==> src/rtl/button_debounce_pkg.sv <==
// Shared constants for the push-button front end and the lock FSM downstream.
// Cycle defaults assume a 50 MHz system clock.
package button_debounce_pkg;

   localparam int unsigned DEBOUNCE_10MS_50MHZ = 32'd500_000;
   localparam int unsigned LONG_1S_50MHZ       = 32'd50_000_000;

   // Channel index of each button as wired into the lock FSM.
   typedef enum logic [1:0] {
      BTN_RESET = 2'd0,
      BTN_0     = 2'd1,
      BTN_1     = 2'd2
   } btn_idx_e;

   function automatic int unsigned cnt_width(input int unsigned max_count);
      return $clog2(max_count + 1);
   endfunction

endpackage

==> src/rtl/button_debounce_channel.sv <==
// One button channel: two-flop synchroniser, stable-count debounce filter,
// hold timer and registered press/release/long-press pulses.
module debounce_channel
   import button_debounce_pkg::*;
#(
   parameter int unsigned DEBOUNCE_CYCLES = DEBOUNCE_10MS_50MHZ,
   parameter int unsigned LONG_CYCLES     = LONG_1S_50MHZ,
   parameter int unsigned CNT_W           = cnt_width(LONG_1S_50MHZ)
) (
   input  logic clk,
   input  logic reset,
   input  logic btn_i,
   output logic level_o,
   output logic press_o,
   output logic release_o,
   output logic long_o
);

   localparam logic [CNT_W-1:0] DebLast  = CNT_W'(DEBOUNCE_CYCLES - 1);
   localparam logic [CNT_W-1:0] HoldLast = CNT_W'(LONG_CYCLES - 1);
   localparam logic [CNT_W-1:0] HoldMax  = CNT_W'(LONG_CYCLES);

   logic             s1_q, s2_q;
   logic             level_q, level_d;
   logic [CNT_W-1:0] deb_cnt_q, deb_cnt_d;
   logic [CNT_W-1:0] hold_cnt_q, hold_cnt_d;
   logic             press_q, press_d;
   logic             release_q, release_d;
   logic             long_q, long_d;

   // Any sample agreeing with the current level restarts the stable count.
   always_comb begin
      level_d   = level_q;
      deb_cnt_d = '0;
      press_d   = 1'b0;
      release_d = 1'b0;
      if (s2_q != level_q) begin
         if (deb_cnt_q == DebLast) begin
            level_d   = ~level_q;
            press_d   = ~level_q;
            release_d = level_q;
         end else begin
            deb_cnt_d = deb_cnt_q + CNT_W'(1);
         end
      end
   end

   // Hold timer saturates so long-press fires exactly once per press.
   always_comb begin
      hold_cnt_d = '0;
      long_d     = 1'b0;
      if (level_q) begin
         if (hold_cnt_q == HoldMax) begin
            hold_cnt_d = hold_cnt_q;
         end else begin
            hold_cnt_d = hold_cnt_q + CNT_W'(1);
            long_d     = (hold_cnt_q == HoldLast);
         end
      end
   end

   always_ff @(posedge clk) begin
      if (reset) begin
         s1_q       <= 1'b0;
         s2_q       <= 1'b0;
         level_q    <= 1'b0;
         deb_cnt_q  <= '0;
         hold_cnt_q <= '0;
         press_q    <= 1'b0;
         release_q  <= 1'b0;
         long_q     <= 1'b0;
      end else begin
         s1_q       <= btn_i;
         s2_q       <= s1_q;
         level_q    <= level_d;
         deb_cnt_q  <= deb_cnt_d;
         hold_cnt_q <= hold_cnt_d;
         press_q    <= press_d;
         release_q  <= release_d;
         long_q     <= long_d;
      end
   end

   assign level_o   = level_q;
   assign press_o   = press_q;
   assign release_o = release_q;
   assign long_o    = long_q;

endmodule

==> src/rtl/button_debounce.sv <==
// Multi-channel button front end for the lock FSM: one independent
// debounce_channel per raw pushbutton, all outputs registered.
module button_debounce
   import button_debounce_pkg::*;
#(
   parameter int unsigned N_BTN           = 3,
   parameter int unsigned DEBOUNCE_CYCLES = DEBOUNCE_10MS_50MHZ,
   parameter int unsigned LONG_CYCLES     = LONG_1S_50MHZ
) (
   input  logic             clk,
   input  logic             reset,
   input  logic [N_BTN-1:0] btn_in_i,
   output logic [N_BTN-1:0] btn_level_o,
   output logic [N_BTN-1:0] press_pulse_o,
   output logic [N_BTN-1:0] release_pulse_o,
   output logic [N_BTN-1:0] long_press_o
);

   localparam int unsigned CNT_W = cnt_width(LONG_CYCLES);

   for (genvar g = 0; g < N_BTN; g++) begin : g_chan
      debounce_channel #(
         .DEBOUNCE_CYCLES (DEBOUNCE_CYCLES),
         .LONG_CYCLES     (LONG_CYCLES),
         .CNT_W           (CNT_W)
      ) u_chan (
         .clk       (clk),
         .reset     (reset),
         .btn_i     (btn_in_i[g]),
         .level_o   (btn_level_o[g]),
         .press_o   (press_pulse_o[g]),
         .release_o (release_pulse_o[g]),
         .long_o    (long_press_o[g])
      );
   end

endmodule

==> config.mk <==
export PLATFORM = sky130hd
export DESIGN_NAME = button_debounce
export DESIGN_NICKNAME = d
export VERILOG_FILES = /design/src/rtl/button_debounce_pkg.sv /design/src/rtl/button_debounce_channel.sv /design/src/rtl/button_debounce.sv
export SDC_FILE = /design/constraint.sdc
export NUM_CORES = 1
export LEC_CHECK = 0
export CORE_AREA = 3 3 126 128
export CTS_CLUSTER_SIZE = 14
export DETAILED_ROUTE_END_ITERATION = 10
export DIE_AREA = 0 0 129 131
export DONT_BUFFER_PORTS = 1
export GPL_TIMING_DRIVEN = 0
export PLACE_DENSITY_LB_ADDON = 0.3
export SLEW_MARGIN = 40
export SYNTH_ARGS = -nofsm -noshare
export SYNTH_HDL_FRONTEND = slang
export SYNTH_SLANG_ARGS = --single-unit
==> constraint.sdc <==
create_clock -name clk -period 5.6 [get_ports clk]
set_input_delay 1.12 -clock clk [delete_from_list [all_inputs] [get_ports clk]]
set_output_delay 1.12 -clock clk [all_outputs]
set_load 0.005 [all_outputs]
==> run summary <==
run status -> complete, no violations
Post-CTS Setup Inserts -> 0
nature of the critical path endpoint -> register
timing-limited maximum frequency -> 398 MHz
first-pass GRT wire length -> 29600 µm
Port Buffers -> 0
Worst EP required -> 5.89 ns
number of distinct library cells after synthesis -> 50
post-synth top area share -> 0.419
standard cell core area -> 15000 µm²
violation count after the first detailed-route iteration -> 482
CTS hold repair buffers -> 0
CTS tree -> built
library cell with the highest instance count after synthesis -> sky130_fd_sc_hd__dfxtp_1
synth top area cells -> sky130_fd_sc_hd__dfxtp_1, sky130_fd_sc_hd__a21oi_1, sky130_fd_sc_hd__nand3_1
RSZ-0062 raised after global routing -> false
post-synth top area cell -> sky130_fd_sc_hd__dfxtp_1
Sequential Area -> 3480 µm²
crit path time final -> 2.51 ns
Chip Width -> 129 µm
most used flip-flop cell after synthesis -> sky130_fd_sc_hd__dfxtp_1
Routability Congestion -> 0.845
most frequent cells after synthesis -> sky130_fd_sc_hd__dfxtp_1, sky130_fd_sc_hd__nor2_1, sky130_fd_sc_hd__nand2_1, sky130_fd_sc_hd__a21oi_1, sky130_fd_sc_hd__nand3_1
register area share after synthesis -> 0.419
overall via count from detail_route -> 7142
reg2reg end -> g_chan[1].u_chan.deb_cnt_q[8]$_SDFF_PP0_
fraction of layout cells with a size suffix above 1 -> 0.0607
Routed WL per cell -> 14.3 µm
standby leakage power -> 2.65 nW
total global routing overflow -> 0
Max-cap violations -> 0
hold path startpoint -> g_chan[1].u_chan.s1_q$_SDFF_PP0_
capture endpoint of the worst hold path -> g_chan[1].u_chan.s2_q$_SDFF_PP0_
vias in the first global route -> 6553
Final setup viols -> 0
detailed-placement wirelength estimate -> 11800 µm
antenna cells -> 0
Final Routed Wirelength -> 17300 µm
Post-Route Skew -> 0.0107 ns
fill cell count -> 1319
final layout net count -> 1022
post-synthesis instance area -> 8310 µm²
count of H-tree levels built during CTS -> 4
IR Drop Worst-Case VDD -> 0.208 mV
count of nets left with antenna violations after detail routing -> 0
Period Utilization, post-route -> 0.449
Row Count -> 45
Reg2Reg Depth -> 8
antenna violations before repair -> 0
Multi-input gate area -> 4450 µm²
number of nets produced by synthesis -> 1003
post-detailed-route DRC marker count -> 0
register bit total from synthesis -> 174
worst hold path cell count -> 1
die area -> 16900 µm²
clock input transition at the sequential cells of the worst setup and hold paths -> 0.07 ns
vertical extent of the die -> 131 µm
power per cell area -> 263 nW/µm²
kind of start point of the critical path -> register
worst hold margin -> 0.435 ns
arrival time reported for the critical path endpoint -> 2.81 ns
Worst Setup SP -> g_chan[1].u_chan.deb_cnt_q[0]$_SDFF_PP0_
Yosys Warn Count -> 0
Setup TNS -> 0 ns
clock latency on the worst-skew pair -> 0.43 ns
hold violation count in the final report -> 0
register-to-register setup slack -> 3.09 ns
number of I/O pins -> 17
starting utilization of the core area -> 0.555
post-cts resize count -> 0
root buffer cell -> sky130_fd_sc_hd__clkbuf_16
clock sinks -> 174
r2r startpoint -> g_chan[1].u_chan.deb_cnt_q[0]$_SDFF_PP0_
relative slew slack -> 0.466
number of flops mapped to enable cells by yosys -> 0
transition time at the pin with the least slew margin -> 0.794 ns
Min-Delay Path Class -> reg -> reg
critical path start-end classification -> reg -> reg
largest net degree at the start of global routing -> 17
clock buffers created by TritonCTS -> 17
average size of a mapped cell -> 8.41 µm²
maximum net fanout on the critical path -> 10
post-detailed-route via-to-cell ratio -> 5.91
max-slew violations -> 0
post-synthesis to final-layout area growth -> 9.69%
Clock Tree Buf Depth -> 2
post-synthesis instance total -> 989
post-synthesis async set-or-reset flop share -> 0
detailed-routing iteration count for the pre-antenna-repair pass -> 5
GRT Resource Usage Total -> 0.210
-- how the worst max path moves through the flow --
stage / end / slack, ns / depth (start not counted)
2_1_floorplan: g_chan[1].u_chan.deb_cnt_q[2]$_SDFF_PP0_ / 3.40 / 5
3_3_place_gp: g_chan[1].u_chan.hold_cnt_q[15]$_SDFFE_PP0P_ / 2.85 / 5
3_5_place_dp: g_chan[1].u_chan.hold_cnt_q[1]$_SDFFE_PP0P_ / 2.83 / 5
4_1_cts: g_chan[1].u_chan.press_o$_SDFF_PP0_ / 3.08 / 7
5_1_grt: g_chan[1].u_chan.deb_cnt_q[16]$_SDFF_PP0_ / 2.90 / 8
6_report: g_chan[1].u_chan.deb_cnt_q[8]$_SDFF_PP0_ / 3.09 / 8
-- cell usage in the layout, fill, tap and decap left out, drive strengths merged, types with 9 or more instances in the layout --
| cell type | netlist | final |
|---|---|---|
| a211oi | 12 | 12 |
| a21oi | 60 | 60 |
| and2 | 16 | 16 |
| and3 | 17 | 17 |
| and4 | 22 | 22 |
| buf | 16 | 16 |
| clkbuf | 45 | 64 |
| dfxtp | 174 | 174 |
| ha | 9 | 9 |
| inv | 27 | 32 |
| nand2 | 64 | 64 |
| nand2b | 13 | 13 |
| nand3 | 61 | 61 |
| nand4 | 46 | 46 |
| nor2 | 73 | 73 |
| nor2b | 11 | 11 |
| nor3 | 44 | 44 |
| nor4 | 19 | 19 |
| o21ai | 47 | 47 |
| o31ai | 29 | 29 |
| or3 | 44 | 44 |
| or4 | 36 | 36 |
| xnor2 | 33 | 33 |
| xor2 | 33 | 33 |
-- power by group --
part / total (W) / internal, W / leakage [nW] / switching (W)
registers: 0.00124 / 0.00124 / 1.40 / 0.00000182
clock network: 0.00115 / 0.000633 / 0.277 / 0.000514
logic: 0.0000128 / 0.00000388 / 0.973 / 0.00000894
total: 0.00240 / 0.00188 / 2.65 / 0.000525
-- area by class of cell --
cell class              count  area share
plain buffers              61      0.0306
clock inverters            13      0.0140
inverters                  27      0.0111
flip-flops and latches    174       0.382
well taps                 188      0.0258
multi-input cells         727       0.488
clock buffers              19      0.0486
-- sequential cells by signal (all words and copies together) (netlist names) --
register / cells
g_chan.u_chan.deb_cnt_q: 78
g_chan.u_chan.hold_cnt_q: 78
g_chan.u_chan.release_o: 3
g_chan.u_chan.press_o: 3
g_chan.u_chan.s2_q: 3
g_chan.u_chan.level_o: 3
g_chan.u_chan.s1_q: 3
g_chan.u_chan.long_o: 3
-- kinds of logic (layout without fill, tap and decap cells) --
| logic type | count (synthesis) | count (layout) | share of synthesized area |
|---|---|---|---|
| and+or+nand+nor | 480 | 480 | 0.325 |
| DFF | 174 | 174 | 0.419 |
| AOI/OAI and AO/OA | 164 | 164 | 0.117 |
| buffers and inverters | 88 | 120 | 0.0457 |
| xor gates and xnor gates | 66 | 66 | 0.0695 |
| adders and majority gates | 9 | 9 | 0.0135 |
| muxes | 8 | 8 | 0.0102 |
-- per-layer routing --
layer  vias to the layer above  track usage  share of wire
met5                         -            0              0
met4                         0       0.0618          0.011
met3                        17       0.0500          0.031
met2                       105        0.348           0.47
met1                      3359        0.275           0.49
li1                       3661            -              -
-- metrics by stage --
step,utilization,power [W],instances,cell area (µm²),setup slack [ns]
finish,0.609,0.00240,1209,9120,3.09
global placement,0.571,0.00128,1177,8550,2.85
floorplan,-,0.00128,989,8310,3.40
global route,0.609,0.00247,1209,9120,2.90
CTS,0.609,0.00242,1209,9120,3.08
detailed placement,0.571,0.00128,1177,8550,2.83
-- critical path, stage by stage (launching register included) --
cell and delay [ns]:
sky130_fd_sc_hd__dfxtp_1 0.38, sky130_fd_sc_hd__ha_1 0.22, sky130_fd_sc_hd__and4_1 0.20, sky130_fd_sc_hd__clkbuf_1 0.30, sky130_fd_sc_hd__nand3_1 0.18, sky130_fd_sc_hd__nor3_1 0.25
sky130_fd_sc_hd__clkbuf_1 0.43, sky130_fd_sc_hd__buf_2 0.32, sky130_fd_sc_hd__nor3_1 0.09
Note: power is estimated with default switching activity, not from simulation.
